File: config.mk
export PLATFORM = sky130hd
export DESIGN_NAME = pg_gen_stage_flat
export DESIGN_NICKNAME = d
export VERILOG_FILES = /design/src/rtl/pg_gen_stage_if.sv /design/src/rtl/pg_gen_stage.sv /design/src/flat_wrapper.sv
export SDC_FILE = /design/constraint.sdc
export NUM_CORES = 1
export LEC_CHECK = 0
export ABC_AREA = 1
export CAP_MARGIN = 20
export CORE_MARGIN = 2
export CORE_UTILIZATION = 49
export CTS_BUF_LIST = sky130_fd_sc_hd__clkbuf_8
export DETAILED_ROUTE_END_ITERATION = 10
export GPL_ROUTABILITY_DRIVEN = 0
export PLACE_DENSITY = 0.81
export SYNTH_ARGS = -nofsm -noshare
export SYNTH_HDL_FRONTEND = slang
export SYNTH_SLANG_ARGS = --single-unit
File: constraint.sdc
create_clock -name clkpos -period 1.63 [get_ports clkpos]
set_input_delay 0.2445 -clock clkpos [delete_from_list [all_inputs] [get_ports clkpos]]
set_output_delay 0.2445 -clock clkpos [all_outputs]
set_load 0.005 [all_outputs]
File: src/rtl/pg_gen_stage_if.sv
// rtl/pg_gen_stage_if.sv - operand handshake and P/G result bundle for pg_gen_stage (p_par present under PG_PARITY_EN)
interface pg_gen_stage_if #(
    parameter int WIDTH = 32
);
    logic             in_valid;
    logic             in_ready;
    logic [WIDTH-1:0] a;
    logic [WIDTH-1:0] b;
    logic             cin;
    logic             sub;
    logic [WIDTH-1:0] p;
    logic [WIDTH-1:0] g;
    logic             gin;
    logic             out_valid;
    logic [1:0]       phase;
`ifdef PG_PARITY_EN
    logic             p_par;

    modport master (
        output in_valid, a, b, cin, sub,
        input  in_ready, p, g, gin, out_valid, phase, p_par
    );

    modport slave (
        input  in_valid, a, b, cin, sub,
        output in_ready, p, g, gin, out_valid, phase, p_par
    );
`else
    modport master (
        output in_valid, a, b, cin, sub,
        input  in_ready, p, g, gin, out_valid, phase
    );

    modport slave (
        input  in_valid, a, b, cin, sub,
        output in_ready, p, g, gin, out_valid, phase
    );
`endif
endinterface

File: src/rtl/pg_gen_stage.sv
// rtl/pg_gen_stage.sv - operand staging and propagate/generate stage with 4-phase power-clock sequencing
// Optional p_par parity output enabled by defining PG_PARITY_EN.
module pg_gen_stage #(
    parameter int WIDTH       = 32,
    parameter int HOLD_CYCLES = 2
) (
    input  logic          clkpos,
    input  logic          rst,
    pg_gen_stage_if.slave bus
);

    localparam int CW = (HOLD_CYCLES > 1) ? $clog2(HOLD_CYCLES) : 1;

    typedef enum logic [1:0] {
        S_IDLE    = 2'd0,
        S_EVAL    = 2'd1,
        S_HOLD    = 2'd2,
        S_RECOVER = 2'd3
    } state_t;

    state_t           state;
    logic [CW-1:0]    hold_cnt;

    logic [WIDTH-1:0] work_a;
    logic [WIDTH-1:0] work_b;
    logic             work_cin;
    logic             work_sub;

    logic [WIDTH-1:0] buf_a;
    logic [WIDTH-1:0] buf_b;
    logic             buf_cin;
    logic             buf_sub;
    logic             buf_full;

    logic             ready;
    logic             transfer;
    logic             active;
    logic [WIDTH-1:0] b_eff;
    logic [WIDTH-1:0] p_int;
    logic [WIDTH-1:0] g_int;
    logic             gin_int;
    logic             valid_int;

    assign ready    = (state == S_IDLE) | ~buf_full;
    assign transfer = bus.in_valid & ready;

    always_ff @(posedge clkpos) begin
        if (rst) begin
            state    <= S_IDLE;
            hold_cnt <= '0;
            work_a   <= '0;
            work_b   <= '0;
            work_cin <= 1'b0;
            work_sub <= 1'b0;
            buf_a    <= '0;
            buf_b    <= '0;
            buf_cin  <= 1'b0;
            buf_sub  <= 1'b0;
            buf_full <= 1'b0;
        end else begin
            case (state)
                S_IDLE: begin
                    if (transfer) begin
                        work_a   <= bus.a;
                        work_b   <= bus.b;
                        work_cin <= bus.cin;
                        work_sub <= bus.sub;
                        state    <= S_EVAL;
                    end
                end
                S_EVAL: begin
                    hold_cnt <= CW'(HOLD_CYCLES - 1);
                    state    <= S_HOLD;
                    if (transfer) begin
                        buf_a    <= bus.a;
                        buf_b    <= bus.b;
                        buf_cin  <= bus.cin;
                        buf_sub  <= bus.sub;
                        buf_full <= 1'b1;
                    end
                end
                S_HOLD: begin
                    if (hold_cnt == '0) begin
                        state <= S_RECOVER;
                    end else begin
                        hold_cnt <= hold_cnt - 1'b1;
                    end
                    if (transfer) begin
                        buf_a    <= bus.a;
                        buf_b    <= bus.b;
                        buf_cin  <= bus.cin;
                        buf_sub  <= bus.sub;
                        buf_full <= 1'b1;
                    end
                end
                S_RECOVER: begin
                    // A transfer here only happens with an empty buffer; it is
                    // written and consumed on the same edge, so it goes straight in.
                    if (buf_full) begin
                        work_a   <= buf_a;
                        work_b   <= buf_b;
                        work_cin <= buf_cin;
                        work_sub <= buf_sub;
                        buf_full <= 1'b0;
                        state    <= S_EVAL;
                    end else if (transfer) begin
                        work_a   <= bus.a;
                        work_b   <= bus.b;
                        work_cin <= bus.cin;
                        work_sub <= bus.sub;
                        state    <= S_EVAL;
                    end else begin
                        state <= S_IDLE;
                    end
                end
                default: begin
                    state <= S_IDLE;
                end
            endcase
        end
    end

    // Results come only from the working register and are zeroed outside
    // EVAL/HOLD so downstream adiabatic cells discharge in RECOVER.
    assign active    = (state == S_EVAL) | (state == S_HOLD);
    assign b_eff     = work_sub ? ~work_b : work_b;
    assign p_int     = active ? (work_a ^ b_eff) : '0;
    assign g_int     = active ? (work_a & b_eff) : '0;
    assign gin_int   = active & (work_sub | work_cin);
    assign valid_int = (state == S_HOLD);

    assign bus.in_ready  = ready;
    assign bus.p         = p_int;
    assign bus.g         = g_int;
    assign bus.gin       = gin_int;
    assign bus.out_valid = valid_int;
    assign bus.phase     = state;

`ifdef PG_PARITY_EN
    assign bus.p_par = valid_int & (^p_int);
`endif

endmodule

File: src/flat_wrapper.sv
// flat-port wrapper written by rule: the top's interface ports become plain ports
module pg_gen_stage_flat 
#(
    parameter int WIDTH       = 32,
    parameter int HOLD_CYCLES = 2
)
  (clkpos, rst, bus_in_valid, bus_a, bus_b, bus_cin, bus_sub, bus_in_ready, bus_p, bus_g, bus_gin, bus_out_valid, bus_phase);
  pg_gen_stage_if #(.WIDTH(WIDTH)) bus_i ();
  input  logic clkpos;
  input  logic rst;
  input wire logic [$bits(bus_i.in_valid)-1:0] bus_in_valid;
  input wire logic [$bits(bus_i.a)-1:0] bus_a;
  input wire logic [$bits(bus_i.b)-1:0] bus_b;
  input wire logic [$bits(bus_i.cin)-1:0] bus_cin;
  input wire logic [$bits(bus_i.sub)-1:0] bus_sub;
  output wire logic [$bits(bus_i.in_ready)-1:0] bus_in_ready;
  output wire logic [$bits(bus_i.p)-1:0] bus_p;
  output wire logic [$bits(bus_i.g)-1:0] bus_g;
  output wire logic [$bits(bus_i.gin)-1:0] bus_gin;
  output wire logic [$bits(bus_i.out_valid)-1:0] bus_out_valid;
  output wire logic [$bits(bus_i.phase)-1:0] bus_phase;
  assign bus_i.in_valid = bus_in_valid;
  assign bus_i.a = bus_a;
  assign bus_i.b = bus_b;
  assign bus_i.cin = bus_cin;
  assign bus_i.sub = bus_sub;
  assign bus_in_ready = bus_i.in_ready;
  assign bus_p = bus_i.p;
  assign bus_g = bus_i.g;
  assign bus_gin = bus_i.gin;
  assign bus_out_valid = bus_i.out_valid;
  assign bus_phase = bus_i.phase;
  pg_gen_stage #(.WIDTH(WIDTH), .HOLD_CYCLES(HOLD_CYCLES)) u_core (.clkpos(clkpos), .rst(rst), .bus(bus_i));
endmodule
==> metrics.md, run 1 <==
| Metric | Value |
|---|---|
| Status | `stopped before the end` |
| Failing step | `global routing (5_1_grt)` |
| First Error | `[ERROR GRT-0232] Routing congestion too high. Check the congestion heatmap in the GUI.` |
| Register bit count reported by yosys | `roughly 140` |
| Count of cell types in the netlist | `19` |
| TritonCTS buffer count | `17` |
| Initial Util | `49.9%` |
| Main area contributors after synthesis | `sky130_fd_sc_hd__dfxtp_1, sky130_fd_sc_hd__nand2_1, sky130_fd_sc_hd__a21oi_1` |
| Primary FF master, synth | `sky130_fd_sc_hd__dfxtp_1` |
| CTS root buf | `sky130_fd_sc_hd__clkbuf_8` |
| Grt ovf | `6` |
| FFs w/ async S/R, synth | `0%` |
| Number of sinks handled by clock tree synthesis | `around 140` |
| Number of top-level pins | `between 100 and 150` |
| Top-area cell type share of the netlist area | `around 36%` |
| # port buffers | `approximately 140` |
| Die H | `approximately 130 µm` |
| Total global-route track usage | `around 74%` |
| Netlist area before placement | `approximately 7500 µm²` |
| Gate Count Post-Synth | `around 1,100` |
| Horiz. Die Dim | `128 µm` |
| Top post-synthesis cells by count | `sky130_fd_sc_hd__nand2_1, sky130_fd_sc_hd__dfxtp_1, sky130_fd_sc_hd__a21oi_1, sky130_fd_sc_hd__inv_1, sky130_fd_sc_hd__nand3_1` |
| Detailed placement HPWL | `16,200 µm` |
| Seq/Total Area, Yosys | `around 36%` |
| Maximum number of pins on one net before global-route repair | `39` |
| Post-cts hold buffer count | `0` |
| Htree depth | `4` |
| Mean cell area of the mapped netlist | `just under 7 µm²` |
| Synth warn | `0` |
| Maximum clock insertion buffer count | `2` |
| Post-synth top area cell | `sky130_fd_sc_hd__dfxtp_1` |
| Syn nets | `1,213` |
| Most frequently used cell type in the post-synthesis netlist | `sky130_fd_sc_hd__nand2_1` |
| Kind of pin the worst path terminates on | `output port` |
| Worst endpoint left by the global-route repair_timing run | `bus_p[22]` |
| Number of synthesized flops with an enable pin | `0` |
| FP Rows | `45` |
-- layer usage --
metal,global-route usage (%),overflow
met4,67.6,4
met5,27.2,0
met1,74.1,0
met2,90.1,1
met3,64.1,1
-- through the flow --
step	instances	cell area, µm²	setup slack (ns)	util (%)	setup TNS, ns
2_1_floorplan	1108	7530	0.0102	-	0
3_3_place_gp	1425	9550	-0.277	63.3	-19.82
3_5_place_dp	1425	9550	-0.300	63.3	-22.65
4_1_cts	1526	11800	-0.443	78.1	-50.29
-- what timing repair did --
| item | CTS |
|---|---|
| setup endpoints to repair | 145 |
| cloned | 25 |
| pin swaps | 69 |
| resized for setup | 525 |
| buffers inserted | 51 |
-- cell families after synthesis --
group	after synthesis	share of synthesized area (%)
xor gates and xnor gates	32	3.73
buffers and inverters	226	12.2
AOI/OAI and AO/OA	206	16.0
and+or+nand+nor	472	25.9
adders and majority gates	36	5.99
DFF	136	36.2
==> inputs of run 2 (changes only) <==
CORE_UTILIZATION = 40   (was 49)
CTS_BUF_LIST = not set   (was sky130_fd_sc_hd__clkbuf_8)
PLACE_DENSITY = not set   (was 0.81)
PLACE_DENSITY_LB_ADDON = 0.15   (was not set)
clock period = 2.1 ns   (was 1.63 ns; I/O delays follow)
==> metrics.md, run 2 <==
| Metric | Value |
|---|---|
| Number of top-level pins | `approximately 140` |
| Die H | `about 140 µm` |
| Core area | `~19,000 µm²` |
| First-pass GRT wire length | `about 42,000 µm` |
| Top-area cell type share of the netlist area | `a little over a third` |
| Main area contributors after synthesis | `sky130_fd_sc_hd__dfxtp_1, sky130_fd_sc_hd__nand2_1, sky130_fd_sc_hd__a21oi_1` |
| Final routed wire length divided by cell count | `between 15 and 20 µm` |
| Hold WC Path Type | `primary input to register` |
| Ratio of total power to cell area | `between 1500 and 2000 nW/µm²` |
| Primary FF master, synth | `sky130_fd_sc_hd__dfxtp_1` |
| Post-synth top area cell | `sky130_fd_sc_hd__dfxtp_1` |
| Accumulated negative setup slack | `-0.396 ns` |
| FP Rows | `50` |
| Type of element capturing the critical path | `primary output` |
| Number of inserted filler cells in the final layout | `roughly 1,600` |
| Clock tree from TritonCTS | `yes` |
| Post-cts hold buffer count | `0` |
| Final setup violation count | `14` |
| Register bit count reported by yosys | `roughly 140` |
| Final Slew Violations | `0` |
| Leakage power figure | `5.21 nW` |
| Worst Slack Setup Final | `-0.0819 ns` |
| Final standard cell utilization of the core | `roughly 61%` |
| Ant diodes | `0` |
| Failing checks | `negative setup slack` |
| Insertion delay of the later-clocked pin in the worst-skew pair | `about 0.43 ns` |
| Highest-count cells in the layout ignoring fill and taps | `sky130_fd_sc_hd__nand2_1, sky130_fd_sc_hd__a21oi_1, sky130_fd_sc_hd__dfxtp_1, sky130_fd_sc_hd__nand3_1, sky130_fd_sc_hd__inv_1` |
| Horiz. Die Dim | `around 140 µm` |
| CTS root buf | `sky130_fd_sc_hd__clkbuf_16` |
| Least-Margin Pin Slew | `0.558 ns` |
| Via density | `~5.4` |
| Initial DRC count | `approximately 550` |
| Maximum clock insertion buffer count | `2` |
| Maxcap violations | `0` |
| Critical Setup Path Class | `register to primary output` |
| Worst-path fanout max | `6` |
| Most frequently used cell type in the post-synthesis netlist | `sky130_fd_sc_hd__nand2_1` |
| Top post-synthesis cells by count | `sky130_fd_sc_hd__nand2_1, sky130_fd_sc_hd__dfxtp_1, sky130_fd_sc_hd__a21oi_1, sky130_fd_sc_hd__inv_1, sky130_fd_sc_hd__nand3_1` |
| Critical Path RT | `roughly 1.8 ns` |
| Time the final worst path needs with I/O delays and setup | `2.18 ns` |
| Final worst-path cycle share | `104%` |
| Grt ovf | `0` |
| Status | `complete, but fails checks` |
| Final layout net count | `1,370` |
| Number of hold violations in the final report | `0` |
| Worst slew slack as a fraction of its limit | `62.8%` |
| Total global-route track usage | `between 20% and 30%` |
| # port buffers | `between 100 and 150` |
| Initial Util | `about two fifths` |
| Gate Count Post-Synth | `~1,100` |
| Layout area overhead | `50.9%` |
| Number of sinks handled by clock tree synthesis | `136` |
| Count of cell types in the netlist | `19` |
| Number of detailed-route iterations in the first pass | `5` |
| Maximum clock frequency | `~460 MHz` |
| Routed wire length | `roughly 29,000 µm` |
| Detailed placement HPWL | `16,100 µm` |
| Combined flip-flop and latch cell area | `2730 µm²` |
| Number of synthesized flops with an enable pin | `0` |
| Post-placement cell count | `1,423` |
| Final Non-Filler Cells | `approximately 1,500` |
| Htree depth | `4` |
| Area of the multi-input gates | `4770 µm²` |
| Most frequent standard cell in the layout excluding fill and tap cells | `sky130_fd_sc_hd__nand2_1` |
| Vias in the first global route | `7,527` |
| Seq/Total Area, Yosys | `a little over a third` |
| Maximum number of pins on one net before global-route repair | `67` |
| RSZ-0062 raised after global routing | `yes` |
| Number of vias after detailed routing | `slightly above 8,000` |
| Share of post-route cells with drive strength above 1 | `approximately a quarter` |
| Post-route clock skew | `roughly 0.0070 ns` |
| Syn nets | `1,213` |
| FFs w/ async S/R, synth | `0%` |
| Mean cell area of the mapped netlist | `around 6.8 µm²` |
| Hold slack | `~0.38 ns` |
| Initial antenna violation count | `0` |
| DRT antenna net count | `0` |
| Clk pin slew, worst setup/hold paths | `about 0.070 ns` |
| Netlist area before placement | `~7500 µm²` |
| Die area | `roughly 20,000 µm²` |
| IR drop worst, VDD | `about 0.7 mV` |
| Worst Path Arrival | `~1.9 ns` |
| TritonCTS buffer count | `17` |
| Remaining DRCs | `0` |
| Nature of the critical path startpoint | `register` |
| Synth warn | `0` |
-- run 2: cell counts after synthesis --
Identical to the previous run, type by type.
-- run 2: metal layers --
| metal | part of all wire, % | track usage, % | wire length [µm] | vias to the layer above |
|---|---|---|---|---|
| met1 | 43 | 35.3 | 12300 | 3828 |
| li1 | - | - | - | 3892 |
| met3 | 6.5 | 5.10 | 1850 | 54 |
| met5 | 0 | 0 | 0 | - |
| met2 | 47 | 43.9 | 13500 | 320 |
| met4 | 3.7 | 11.3 | 1070 | 0 |
-- run 2: cells by family (layout without fill, tap and decap cells) --
logic type      Yosys count  after routing  share of synthesized area (%)
compound gates          206            206                           16.0
xor+xnor                 32             32                           3.73
fa+ha+maj                36             36                           5.99
buf+inv                 226            396                           12.2
flops                   136            136                           36.2
simple gates            472            472                           25.9
-- run 2: layout make-up --
| class | count | share of cell area (%) |
|---|---|---|
| Clock inverter | 15 | 1.40 |
| Multi-Input combinational cell | 746 | 42.0 |
| Timing Repair Buffer | 229 | 21.7 |
| Tap cell | 234 | 2.58 |
| Clock buffer | 17 | 3.75 |
| Sequential cell | 136 | 24.0 |
| Inverter | 135 | 4.49 |
-- run 2: final timing paths --
check                                         end           startpoint  slack [ns]  cells past startpoint
worst max register to register   u_core.buf_a[15]  u_core.bus.phase[1]       -0.01                      9
worst min-delay path            u_core.work_b[11]                  rst        0.38                      2
worst min register to register   u_core.buf_a[17]     u_core.buf_a[17]        0.46                      2
worst max-delay path                    bus_p[21]      u_core.work_sub       -0.08                      8
-- run 2: where the power goes --
group | switching [W] | leakage, nW | internal, W | total, W
Combinational | 0.00566 | 3.81 | 0.00534 | 0.0110
Clock | 0.00134 | 0.279 | 0.00168 | 0.00302
Sequential | 0.000866 | 1.12 | 0.00353 | 0.00439
-- run 2: repair_timing --
| action | CTS | global route |
|---|---|---|
| buffers inserted | 39 | 12 |
| endpoints found under the setup margin | 66 | 150 |
| gates resized for setup | 342 | 135 |
| cloned | 12 | 5 |
| pin swaps | 50 | 38 |
-- run 2: stage by stage --
step | worst slack (ns) | total power (W) | cell area, µm²
after floorplan | 0.316 | 0.00853 | 7520
after global placement | 0.0571 | 0.0112 | 9210
after detailed placement | 0.0646 | 0.0113 | 9210
after CTS | -0.152 | 0.0174 | 11000
after global routing | -0.135 | 0.0195 | 11400
final | -0.0819 | 0.0184 | 11400
-- run 2: critical path, cell delays in order (launching register included) --
cell	delay (ns)
sky130_fd_sc_hd__dfxtp_4	0.46
sky130_fd_sc_hd__buf_12	0.16
sky130_fd_sc_hd__buf_6	0.11
sky130_fd_sc_hd__buf_6	0.10
sky130_fd_sc_hd__xor2_4	0.19
sky130_fd_sc_hd__ha_4	0.23
sky130_fd_sc_hd__nand2_2	0.05
sky130_fd_sc_hd__inv_1	0.03
sky130_fd_sc_hd__buf_2	0.11
(Power assumes the default switching activity.)
==> inputs of run 3 (changes only) <==
CTS_BUF_LIST = sky130_fd_sc_hd__clkbuf_2 sky130_fd_sc_hd__clkbuf_4 sky130_fd_sc_hd__clkbuf_8   (was not set)
==> metrics.md, run 3 (synthesized netlist as in run 2, its figures left out) <==
| Metric | Value |
|---|---|
| Met2 demand-to-capacity share in global routing | `approximately 45%` |
| IR drop worst, VDD | `around 0.87 mV` |
| Setup slack at placement | `roughly 0.065 ns` |
| Number of vias after detailed routing | `about 8,300` |
| Horiz. Die Dim | `between 100 and 150 µm` |
| Maximum number of pins on one net before global-route repair | `67` |
| Worst Path Arrival | `1.93 ns` |
| Critical Path RT | `about 1.8 ns` |
| Leakage power figure | `~5.2 nW` |
| Minimum setup slack among reg-to-reg paths | `approximately 0.060 ns` |
| Post-Place Cell Area | `around 9200 µm²` |
| Number of detailed-route iterations in the first pass | `5` |
| Number of hold violations in the final report | `0` |
| Core area | `~19,000 µm²` |
| Detailed placement HPWL | `roughly 16,000 µm` |
| Type of element capturing the critical path | `primary output` |
| Routed wire length | `about 29,000 µm` |
| Final routed wire length divided by cell count | `about 19 µm` |
| Vias in the first global route | `between 7,000 and 8,000` |
| Clk pin slew, worst setup/hold paths | `~0.10 ns` |
| Accumulated negative setup slack | `-2.28 ns` |
| # port buffers | `between 100 and 150` |
| Met1 track demand over resource in global routing | `roughly a third` |
| Number of sinks handled by clock tree synthesis | `136` |
| Top cell family by delay on the critical path | `buffers and inverters` |
| Slowest library cell on the worst path | `sky130_fd_sc_hd__dfxtp_4` |
| Remaining DRCs | `0` |
| Post-cts hold buffer count | `0` |
| Crit path from | `u_core.work_sub` |
| Number of top-level pins | `~140` |
| Initial antenna violation count | `0` |
| Grt ovf | `0` |
| Insertion delay of the later-clocked pin in the worst-skew pair | `about 0.46 ns` |
| Share of post-route cells with drive strength above 1 | `27.7%` |
| Worst Reg2Reg Path Length in Cells | `11` |
| Highest-count cells in the layout ignoring fill and taps | `sky130_fd_sc_hd__nand2_1, sky130_fd_sc_hd__a21oi_1, sky130_fd_sc_hd__dfxtp_1, sky130_fd_sc_hd__nand3_1, sky130_fd_sc_hd__inv_1` |
| Clock tree from TritonCTS | `yes` |
| Least-Margin Pin Slew | `0.599 ns` |
| Worst slew slack as a fraction of its limit | `around three fifths` |
| Cells along the critical path | `buf_16 > buf_4 > buf_12 > xor2_4 > ha_4 > nand2_2 > inv_2 > clkbuf_2` |
| Post-route clock skew | `roughly 0.015 ns` |
| Largest stage delay on the critical path | `about 0.42 ns` |
| Worst Hold Endpoint | `u_core.work_b[11]` |
| Status | `complete, but fails checks` |
| Htree depth | `4` |
| Initial Util | `about two fifths` |
| Cell depth of the worst min-delay path | `2` |
| Via density | `approximately 5.4` |
| Worst Slack Setup Final | `-0.142 ns` |
| Die area | `approximately 20,000 µm²` |
| Final standard cell utilization of the core | `about three fifths` |
| Ratio of total power to cell area | `~1600 nW/µm²` |
| Worst path bufs/invs | `5` |
| Grt met3 use | `between 5 and 6%` |
| Most frequent standard cell in the layout excluding fill and tap cells | `sky130_fd_sc_hd__nand2_1` |
| Nature of the critical path startpoint | `register` |
| Maximum clock frequency | `roughly 450 MHz` |
| Most congested layer reported by global routing | `met2` |
| Initial DRC count | `between 600 and 700` |
| Total global-route track usage | `a little over a quarter` |
| RSZ-0062 raised after global routing | `yes` |
| Final total power | `roughly 0.018 W` |
| Cell area after layout | `between 10,000 and 15,000 µm²` |
| FP Rows | `50` |
| Layout area overhead | `52.6%` |
| Final layout net count | `between 1,000 and 1,500` |
| TritonCTS buffer count | `17` |
| Beginning of the worst register-to-register path | `u_core.bus.phase[0]` |
| Hold WC Path Type | `primary input to register` |
| DRT antenna net count | `0` |
| First-pass GRT wire length | `around 41,000 µm` |
| Maxcap violations | `0` |
| Maximum clock insertion buffer count | `2` |
| Final setup violation count | `44` |
| Critical Setup Path Class | `register to primary output` |
| Ant diodes | `0` |
| Final worst-path cycle share | `107%` |
| Failing checks | `negative setup slack` |
| Die H | `roughly 140 µm` |
| Final Slew Violations | `0` |
| Worst reg2reg endpoint | `u_core.buf_a[16]` |
| Time the final worst path needs with I/O delays and setup | `between 2 and 2.5 ns` |
| CTS root buf | `sky130_fd_sc_hd__clkbuf_8` |
| Hold Startpoint | `rst` |
| Worst-path fanout max | `5` |
## run 3: cell types whose count changed in the layout (fill, tap and decap cells not counted), moves of 4 or more
cell / before / now
sky130_fd_sc_hd__buf_6: 30 / 50
sky130_fd_sc_hd__clkbuf_8: 0 / 17
sky130_fd_sc_hd__inv_1: 114 / 97
sky130_fd_sc_hd__inv_2: 20 / 37
sky130_fd_sc_hd__clkbuf_16: 19 / 3
sky130_fd_sc_hd__nand2_1: 229 / 216
sky130_fd_sc_hd__clkbuf_2: 19 / 9
sky130_fd_sc_hd__buf_4: 29 / 36
sky130_fd_sc_hd__nand2_2: 34 / 41
sky130_fd_sc_hd__nand2_4: 4 / 10
sky130_fd_sc_hd__a211oi_1: 61 / 66
sky130_fd_sc_hd__a211oi_2: 7 / 2
sky130_fd_sc_hd__buf_12: 21 / 25
sky130_fd_sc_hd__buf_2: 32 / 28
## run 3: timing repair
action,CTS,global route
pin swaps,51,50
setup endpoints to repair,66,161
resized for setup,391,153
cloned,11,6
setup buffers,52,16
## run 3: worst reg2reg max path, delay by kind of cell (launching register included)
family | cells | cell delay, ns
buffers and inverters | 7 | 0.95
AOI/OAI and AO/OA | 1 | 0.24
adders and majority gates | 1 | 0.25
DFF | 1 | 0.34
and+or+nand+nor | 2 | 0.16
## run 3: final cells by class
cell class,instances,area [µm²]
fillers,1529,7100
inverters,135,509
well taps,234,293
multi-input cells,746,4860
flip-flops and latches,136,2730
repair buffers,242,2700
clock inverters,15,159
clock buffers,17,234
## run 3: report_power, final
part           switching, W  internal [W]  total (W)  leakage (nW)
Clock               0.00123      0.000985    0.00222         0.191
Combinational       0.00589       0.00562     0.0115          3.93
Sequential         0.000885       0.00352    0.00441          1.12
## run 3: worst max-delay path by stage
| stage | end | slack, ns | depth (start not counted) |
|---|---|---|---|
| finish | bus_p[17] | -0.14 | 8 |
| global route | bus_p[21] | -0.21 | 8 |
| CTS | bus_p[29] | -0.20 | 8 |
| detailed placement | bus_p[12] | 0.06 | 6 |
| global placement | bus_p[12] | 0.06 | 6 |
| floorplan | bus_g[10] | 0.32 | 6 |
## run 3: stage by stage
step           cells  hold slack [ns]
3_3_place_gp    1423            0.450
6_report        1525            0.348
4_1_cts         1515            0.320
3_5_place_dp    1423            0.452
5_1_grt         1525            0.330
2_1_floorplan   1108            0.440
## run 3: layer usage
metal | vias up | routed length [µm]
met1 | 3959 | 12700
met2 | 334 | 13800
li1 | 3915 | -
met3 | 67 | 1760
met4 | 0 | 1170
met5 | - | 0
